===== src/rtl/missed_evt_monitor_param_if.sv =====
// rtl/missed_evt_monitor_param_if.sv - write handshake between missed-event monitor and output FIFO arbiter
//
// Purpose: carries the summary word, its write request and the arbiter's
//          write acknowledge.
// Signals:
//   missedEvtData      summary word {ch, count, sat, 1'b0}
//   missedEvtWriteReq  monitor requests a write of missedEvtData
//   missedEvtWriteAck  arbiter accepted missedEvtData this cycle
// Modports:
//   master  monitor side (drives data/req, receives ack)
//   slave   arbiter side (receives data/req, drives ack)

interface missed_evt_monitor_param_if #(
  parameter int DATA_W = 32
);
  logic [DATA_W-1:0] missedEvtData;
  logic              missedEvtWriteReq;
  logic              missedEvtWriteAck;

  modport master (
    output missedEvtData,
    output missedEvtWriteReq,
    input  missedEvtWriteAck
  );

  modport slave (
    input  missedEvtData,
    input  missedEvtWriteReq,
    output missedEvtWriteAck
  );
endinterface


===== src/rtl/missed_evt_monitor_param.sv =====
// rtl/missed_evt_monitor_param.sv - per-channel missed TDC hit counter with flush to output FIFO
//
// Purpose: counts channel words dropped while the output FIFO is almost full
//          and, once the FIFO drains (or on a forced flush), writes one
//          summary word per non-zero channel, lowest channel first.
// Ports:
//   clk                     stream clock
//   reset                   synchronous, active-high reset
//   dataType                type of current word; 0..NCH-1 are channel data
//   dataValid               dataType qualifies a real word this cycle
//   output_fifo_almostfull  output FIFO almost-full flag
//   flushForce              single-cycle pulse, flush all non-zero counts
//   evt_if (master)         missedEvtData / missedEvtWriteReq / missedEvtWriteAck
//   missedEvtSat            sticky per-channel saturation flags

module missed_evt_monitor_param #(
  parameter int NCH    = 4,
  parameter int CH_W   = 2,
  parameter int CNT_W  = 28,
  parameter int TYPE_W = 3,
  parameter int THRESH = 100
) (
  input  logic                       clk,
  input  logic                       reset,
  input  logic [TYPE_W-1:0]          dataType,
  input  logic                       dataValid,
  input  logic                       output_fifo_almostfull,
  input  logic                       flushForce,
  missed_evt_monitor_param_if.master evt_if,
  output logic [NCH-1:0]             missedEvtSat
);

  typedef enum logic {IDLE, FLUSH} state_t;

  localparam logic [CNT_W-1:0] CNT_MAX = '1;

  state_t           state, state_nxt;
  logic             af_d;
  logic [CNT_W-1:0] cnt [NCH];

  logic [NCH-1:0]   inc;      // channel sees a dropped word this edge
  logic [NCH-1:0]   nz;       // channel count non-zero
  logic [NCH-1:0]   gt;       // channel count above THRESH
  logic [NCH-1:0]   sel_oh;   // one-hot of the selected channel
  logic [NCH-1:0]   clr;      // selected channel accepted by the arbiter
  logic [CH_W-1:0]  sel;
  logic [CNT_W-1:0] sel_cnt;
  logic             other_nz; // something besides the selected channel pending
  logic             ack_flush;

  // Per-channel status. The threshold compare is done at 64 bits so that a
  // THRESH larger than a narrow counter's range is never truncated.
  always_comb begin
    inc = '0;
    nz  = '0;
    gt  = '0;
    for (int i = 0; i < NCH; i++) begin
      inc[i] = output_fifo_almostfull && dataValid && (dataType == TYPE_W'(i));
      nz[i]  = (cnt[i] != '0);
      gt[i]  = (64'(cnt[i]) > 64'(THRESH));
    end
  end

  // Lowest non-zero channel wins; walking downwards lets the lowest index
  // overwrite any higher one.
  always_comb begin
    sel     = '0;
    sel_cnt = cnt[0];
    sel_oh  = '0;
    for (int i = NCH - 1; i >= 0; i--) begin
      if (nz[i]) begin
        sel       = CH_W'(i);
        sel_cnt   = cnt[i];
        sel_oh    = '0;
        sel_oh[i] = 1'b1;
      end
    end
  end

  assign other_nz  = |(nz & ~sel_oh);
  assign ack_flush = (state == FLUSH) && evt_if.missedEvtWriteAck;
  assign clr       = ack_flush ? sel_oh : '0;

  // State register
  always_ff @(posedge clk) begin
    if (reset) begin
      state <= IDLE;
    end else begin
      state <= state_nxt;
    end
  end

  // Next-state logic
  always_comb begin
    state_nxt = state;
    case (state)
      IDLE: begin
        if ((af_d && !output_fifo_almostfull && (|gt)) || (flushForce && (|nz))) begin
          state_nxt = FLUSH;
        end
      end
      FLUSH: begin
        if (evt_if.missedEvtWriteAck) begin
          if (!(other_nz && !output_fifo_almostfull)) begin
            state_nxt = IDLE;
          end
        end else if (output_fifo_almostfull) begin
          // FIFO refilled before the word was taken: give the arbiter back
          state_nxt = IDLE;
        end
      end
      default: state_nxt = IDLE;
    endcase
  end

  // Outputs: the request is the FLUSH state; the word always shows the
  // current selection so it is stable while the request waits for an ack.
  always_comb begin
    evt_if.missedEvtWriteReq = (state == FLUSH);
    evt_if.missedEvtData     = {sel, sel_cnt, (sel_cnt == CNT_MAX), 1'b0};
  end

  // Almost-full delay and per-channel counters
  always_ff @(posedge clk) begin
    if (reset) begin
      af_d         <= 1'b0;
      missedEvtSat <= '0;
      for (int i = 0; i < NCH; i++) begin
        cnt[i] <= '0;
      end
    end else begin
      af_d <= output_fifo_almostfull;
      for (int i = 0; i < NCH; i++) begin
        if (clr[i]) begin
          // A miss in the same cycle as the ack starts the next count at 1
          cnt[i] <= inc[i] ? CNT_W'(1) : '0;
        end else if (inc[i]) begin
          if (cnt[i] == CNT_MAX) begin
            missedEvtSat[i] <= 1'b1;
          end else begin
            cnt[i] <= cnt[i] + CNT_W'(1);
          end
        end
      end
    end
  end

endmodule


===== src/flat_wrapper.sv =====
// flat-port wrapper written by rule: the top's interface ports become plain ports
module missed_evt_monitor_param_flat 
#(
  parameter int NCH    = 4,
  parameter int CH_W   = 2,
  parameter int CNT_W  = 28,
  parameter int TYPE_W = 3,
  parameter int THRESH = 100
)
  (clk, reset, dataType, dataValid, output_fifo_almostfull, flushForce, missedEvtSat, evt_if_missedEvtData, evt_if_missedEvtWriteReq, evt_if_missedEvtWriteAck);
  missed_evt_monitor_param_if #(.DATA_W((CH_W + CNT_W + 2))) evt_if_i ();
  input  logic clk;
  input  logic reset;
  input  logic [TYPE_W-1:0] dataType;
  input  logic dataValid;
  input  logic output_fifo_almostfull;
  input  logic flushForce;
  output logic [NCH-1:0] missedEvtSat;
  output wire logic [$bits(evt_if_i.missedEvtData)-1:0] evt_if_missedEvtData;
  output wire logic [$bits(evt_if_i.missedEvtWriteReq)-1:0] evt_if_missedEvtWriteReq;
  input wire logic [$bits(evt_if_i.missedEvtWriteAck)-1:0] evt_if_missedEvtWriteAck;
  assign evt_if_missedEvtData = evt_if_i.missedEvtData;
  assign evt_if_missedEvtWriteReq = evt_if_i.missedEvtWriteReq;
  assign evt_if_i.missedEvtWriteAck = evt_if_missedEvtWriteAck;
  missed_evt_monitor_param #(.NCH(NCH), .CH_W(CH_W), .CNT_W(CNT_W), .TYPE_W(TYPE_W), .THRESH(THRESH)) u_core (.clk(clk), .reset(reset), .dataType(dataType), .dataValid(dataValid), .output_fifo_almostfull(output_fifo_almostfull), .flushForce(flushForce), .evt_if(evt_if_i), .missedEvtSat(missedEvtSat));
endmodule

===== config.mk =====
export PLATFORM = sky130hd
export DESIGN_NAME = missed_evt_monitor_param_flat
export DESIGN_NICKNAME = d
export VERILOG_FILES = /design/src/rtl/missed_evt_monitor_param_if.sv /design/src/rtl/missed_evt_monitor_param.sv /design/src/flat_wrapper.sv
export SDC_FILE = /design/constraint.sdc
export NUM_CORES = 1
export LEC_CHECK = 0
export ABC_CLOCK_PERIOD_IN_PS = 3930
export CORE_MARGIN = 4
export CORE_UTILIZATION = 55
export DETAILED_ROUTE_END_ITERATION = 12
export PLACE_DENSITY = 0.75
export RECOVER_POWER = 100
export SETUP_SLACK_MARGIN = 0.05
export SYNTH_ARGS = -nofsm -noshare
export SYNTH_HDL_FRONTEND = slang
export SYNTH_SLANG_ARGS = --single-unit
export TNS_END_PERCENT = 1

===== constraint.sdc =====
create_clock -name clk -period 3.93 [get_ports clk]
set_input_delay 0.786 -clock clk [delete_from_list [all_inputs] [get_ports clk]]
set_output_delay 0.786 -clock clk [all_outputs]
set_load 0.05 [all_outputs]

# After elaboration in Yosys (flattened, before gate mapping)
# Memories as Yosys holds them, arrays and structs flattened.
# Cells that the tools add are included.
[totals]
input_bits = 9
latch_bits = 0
mem_count = 1
ram_bits = 112
rom_bits = 0
output_inout_bits = 37
reg_bits = 6
elab_cells = 126
[op_classes]
n_addsub = 4
shifts = 0
n_lt_le_gt_ge = 4
n_mul = 0
n_mux = 64
eq_ne = 8
reduce_logical = 24
bitwise = 15
n_div = 0
[memory_table]
columns = ["name", "words", "word_bits", "rd", "rd_clocked_by_memory_dff", "write_ports", "line_no", "source"]
rows = [
  ["u_core.cnt", 4, 28, 4, 0, 4, "missed_evt_monitor_param.sv:39", "logic [CNT_W-1:0] cnt [NCH];"],
]
[op_table]
columns = ["op", "count"]
rows = [
  ["two-way mux 28 bit", 12],
  ["== test 28 bit, second input constant", 5],
  ["adder 28 x 1 -> 28 bit, second input constant", 4],
  ["greater-than comparator 28 x 7 -> 1 bit, second input constant", 4],
  ["nonzero test 28 bit", 4],
  ["two-way mux 1 bit", 42],
  ["two-way mux 4 bit", 5],
  ["AND reduction 3 bit", 4],
  ["OR reduction 4 bit", 3],
  ["logical AND 1 bit", 10],
  ["two-way mux 2 bit", 4],
  ["bitwise OR 1 bit", 8],
  ["== test 3 x 2 -> 1 bit, second input constant", 2],
  ["inverter 1 bit", 5],
  ["AND 4 bit", 1],
  ["inverter 4 bit", 1],
  ["== test 3 x 1 -> 1 bit, second input constant", 1],
  ["zero test 3 bit", 1],
  ["case mux 1 bit (2 select lines)", 1],
  ["zero test 1 bit", 1],
  ["logical OR 1 bit", 1],
]

# Depth between registers and ports, before layout
# Gate-level depths: netlist of the first run.
# An unclocked memory read counts as a cell.
[depth]
ltp_word = 13
depth_mapped = 12
ltp_nobuf = 10

# Least setup slack after synthesis of the first run
# Ideal clock, no wire load.
[synth_path]
path_type = "register -> output"
from = "memory u_core.cnt[0][0]"
to = "output evt_if_missedEvtData[1]"
slack_ns = -1.283
t_required_ns = 3.144
arrival_time_ns = 4.427
n_path_buf = 1
stages_incl_launch_ff = 12
path_cell_list = "edfxtp_1 -> inv_1 -> ha_1 -> nor4b_2 -> and4_2 -> nand2_4 -> a21o_1 -> buf_4 -> a211oi_1 -> o211ai_1 -> or4_1 -> nor4_2"
[synth_lines]
columns = ["item", "line_no", "source"]
rows = [
  ["start, declared", "missed_evt_monitor_param.sv:39", ""],
  ["end, declared", "flat_wrapper.sv:19", "output wire logic [$bits(evt_if_i.missedEvtData)-1:0] evt_if_missedEvtData;"],
]

==> results of run 1 <==
power breakdown:
part / internal [W] / switching [W] / leakage (nW)
sequential: 0.00143 / 0.0000535 / 1.21
combinational: 0.000187 / 0.000281 / 2.58
clock: 0.000993 / 0.000571 / 0.286
total: 0.00261 / 0.000905 / 4.08
how the worst min path moves through the flow:
stage	from	endpoint	slack, ns
6_report	u_core.missedEvtSat[0]$_SDFFE_PP0P_	u_core.missedEvtSat[0]$_SDFFE_PP0P_	0.47
5_1_grt	u_core.missedEvtSat[3]$_SDFFE_PP0P_	u_core.missedEvtSat[3]$_SDFFE_PP0P_	0.51
4_1_cts	u_core.missedEvtSat[0]$_SDFFE_PP0P_	u_core.missedEvtSat[0]$_SDFFE_PP0P_	0.48
3_5_place_dp	u_core.missedEvtSat[0]$_SDFFE_PP0P_	u_core.missedEvtSat[0]$_SDFFE_PP0P_	0.46
3_3_place_gp	u_core.missedEvtSat[1]$_SDFFE_PP0P_	u_core.missedEvtSat[1]$_SDFFE_PP0P_	0.46
2_1_floorplan	u_core.cnt[2][24]$_SDFFCE_PN0P_	u_core.cnt[2][24]$_SDFFCE_PN0P_	0.61
per-layer routing:
layer,GRT usage (%),wire length (µm),share of wire [%],up-vias
met5,0,0,0,-
met4,16.4,1390,5.0,0
met3,8.74,2890,10,116
met2,52.9,12500,45,487
met1,44.6,11100,40,3751
li1,-,-,-,3574
cells by family after synthesis:
kind of cell             after synthesis
AO/OA/AOI/OAI                        103
XOR/XNOR                             104
adder cells (fa/ha/maj)                8
buffers and inverters                 83
flip-flops                           118
other                                  1
AND/OR/NAND/NOR                      458
flip-flops by register name (all words and copies together) (netlist names):
name	cells
u_core.cnt	112
u_core.missedEvtSat	4
u_core.af_d	1
u_core.evt_if.missedEvtWriteReq	1
final cells by class:
class	instances	area [µm²]
multi-input cells	674	4540
fillers	1031	3570
flip-flops and latches	118	3480
repair buffers	235	1910
clock buffers	23	488
well taps	184	230
inverters	43	161
clock inverters	9	98.8
layout by cell type, fill, tap and decap left out, types with 12 or more instances in the layout:
| cell type | count |
|---|---|
| and4_1 | 12 |
| edfxtp_1 | 112 |
| nand4_1 | 24 |
| clkbuf_16 | 17 |
| nor3_1 | 29 |
| buf_6 | 12 |
| xnor2_1 | 55 |
| and3_1 | 23 |
| buf_4 | 186 |
| inv_1 | 39 |
| xor2_1 | 49 |
| nand2_1 | 63 |
| nand3_1 | 44 |
| a21oi_1 | 21 |
| nor2_1 | 168 |
worst max-delay path: cells and delay by family (launching register included):
kind            cells  cell delay (ns)
simple gates        7             1.78
compound gates      1             0.15
fa+ha+maj           1             0.19
flops               1             0.39
buf+inv             4             0.65
timing repair:
action / 4_1_cts / 5_1_grt
setup endpoints to repair: 8 / 26
setup buffers: 45 / 6
gates resized for setup: 60 / 11
cloned: 1 / 0
pin swaps: 29 / 8
per-stage QoR:
step | util [%] | worst slack [ns]
after detailed placement | 66.9 | 0.0849
final | 75.4 | -0.438
after global routing | 75.4 | -0.492
after global placement | 66.9 | 0.110
after CTS | 75.2 | -0.277
after floorplan | - | -0.135
==> key figures, run 1 <==
Clock tree
  • Clock buffer depth: 2
  • Root Buffer: clkbuf_16
  • CTS H-tree lvls: 4
  • # hold bufs at CTS: 0
  • Clock Sinks: 118
  • Num CTS Buffers: 17
  • Worst-path clk slew: 0.06 ns
  • TritonCTS clock tree: done
  • Clk_lat worst skew: 0.43 ns

Worst setup path
  • Most frequent cell on the critical path: nor2_1
  • Crit path capture: evt_if_missedEvtData[1]
  • Worst R2R Start: u_core.cnt[1][5]$_SDFFCE_PN0P_
  • CP Data Required Time: 3.14 ns
  • Critical path origin: u_core.cnt[1][0]$_SDFFCE_PN0P_
  • CP Capture Type: output port
  • Largest stage delay on the critical path: 0.58 ns
  • RR Endpoint: u_core.cnt[2][11]$_SDFFCE_PN0P_
  • Worst-case reg-to-reg path depth: 11
  • Crit path max fanout: 5
  • Startpoint Class: flop
  • CP Class: flop to output port
  • Setup slack, reg-to-reg: 0.10 ns
  • CP Cell Sequence: inv_1 -> ha_2 -> nor4b_4 -> nand4_1 -> buf_4 -> nor2_4 -> buf_6 -> nor2_1 -> nor2_1 -> o221ai_2 -> or4_4 -> nor4_4 -> buf_12
  • WP data arrival: 3.58 ns
  • Slowest-stage cell, CP: or4_4

GRT
  • GR Util All Layers: 34.1%
  • Via count of the first global-routing pass: 7593
  • Initial antenna violation count: 0
  • First-pass GRT wire length: 42600 µm
  • Pin count of the biggest net entering global routing: 29
  • Gr ovfl total: 0

Routing
  • DR pass1 iterations: 6
  • Routed wire length: 27900 µm
  • Vias/cell: 6.16
  • Final ANT Viol Nets: 0
  • Drt drc: 0
  • Via count: 7928
  • Routed len/inst: 21.7 µm
  • Iteration-0 DRC Markers: 953

Logic synthesis
  • Yosys top cell area share: 41.6%
  • Largest family of logic cells by synthesized area: simple AND/OR/NAND/NOR gates
  • Seq/Total Area, Yosys: 43.1%
  • Syn nets: 892
  • Synth area leader: edfxtp_1
  • Prevailing post-synth register cell: edfxtp_1
  • Dominant cells by area after synthesis: edfxtp_1 (42%), nor2_1 (7.9%), xnor2_1 (6.0%)
  • Avg Cell Area, Syn: 9.23 µm²
  • Ys async rst share: 0%
  • Synth Area in Adders: 1.24%
  • Post-synthesis register bit count: 118
  • Mapped Cells: 875
  • Compound-Gate Fraction of Synth Area: 9.18%
  • Xor/xnor share of the synthesized area: 11.3%
  • Most frequent cell after synthesis: nor2_1
  • Simple-Gate Fraction of Synth Area: 30.1%
  • Post-synth cell types: 70
  • Post-Syn Area: 8080 µm²
  • Post-synthesis mux area share: 0%
  • Post-synth top cells: nor2_1 (171), edfxtp_1 (112), nand2_1 (63)
  • Number of synthesized flops with an enable pin: 112
  • Synthesis Warnings: 0

Min path
  • Hold path cells: 2
  • Min-delay worst type: flop to flop

Timing
  • Final setup fails: 15
  • Final worst setup slack: -0.438 ns
  • Final Hold Fails: 0
  • Max-slew headroom: 29.2%
  • Setup TNS: -1.31 ns
  • Hold slack final: 0.472 ns
  • Final period util: 111%
  • Post-layout minimum cycle time: 4.37 ns
  • Worst slew pin tran: 1.06 ns
  • Fin. max-slew vios: 0
  • Clock Skews: 0.00686 ns
  • Fmax: 229 MHz
  • RSZ-0062 raised after global routing: yes

Placement
  • Dpl hpwl: 20700 µm
  • GPL Wtd Cong: 1.09
  • Placed Instances: 1203
  • Cell Area, Placed: 9680 µm²
  • PortBufs: 44

Die
  • DIE WIDTH: 129 µm
  • # IOs: 46
  • Core box area: 14500 µm²
  • Die ar.: 16700 µm²
  • # rows: 44
  • Initial Utilization: 55.8%
  • Die Height: 129 µm

Pwr
  • PD cells: 322 nW/µm²
  • Post-layout power: 0.00352 W
  • Worst vdd ir: 0.255 mV
  • Leakage: 4.08 nW

Outcome
  • Failing checks: setup timing
  • Status: finished with violations

Cells and area
  • Final Cell Area: 10900 µm²
  • Fin nets: 1106
  • Ant diodes: 0
  • Final Non-Filler Cells: 1286
  • Share of cells above drive strength 1: 30.1%
  • Synthesis-to-finish area growth: 35.1%

Job
  • Max cap viols: 0
No activity file was read; power rests on OpenSTA's default activity.
==> run 2, diff against run 1 <==
--- a/config.mk
+++ b/config.mk
@@ -8,6 +8,7 @@
 export ABC_CLOCK_PERIOD_IN_PS = 3930
 export CORE_MARGIN = 4
 export CORE_UTILIZATION = 55
+export CTS_CLUSTER_SIZE = 12
 export DETAILED_ROUTE_END_ITERATION = 12
 export PLACE_DENSITY = 0.75
 export RECOVER_POWER = 100
==> results of run 2 <==
The final DEF is identical to that of run 1; final timing and power are the same.
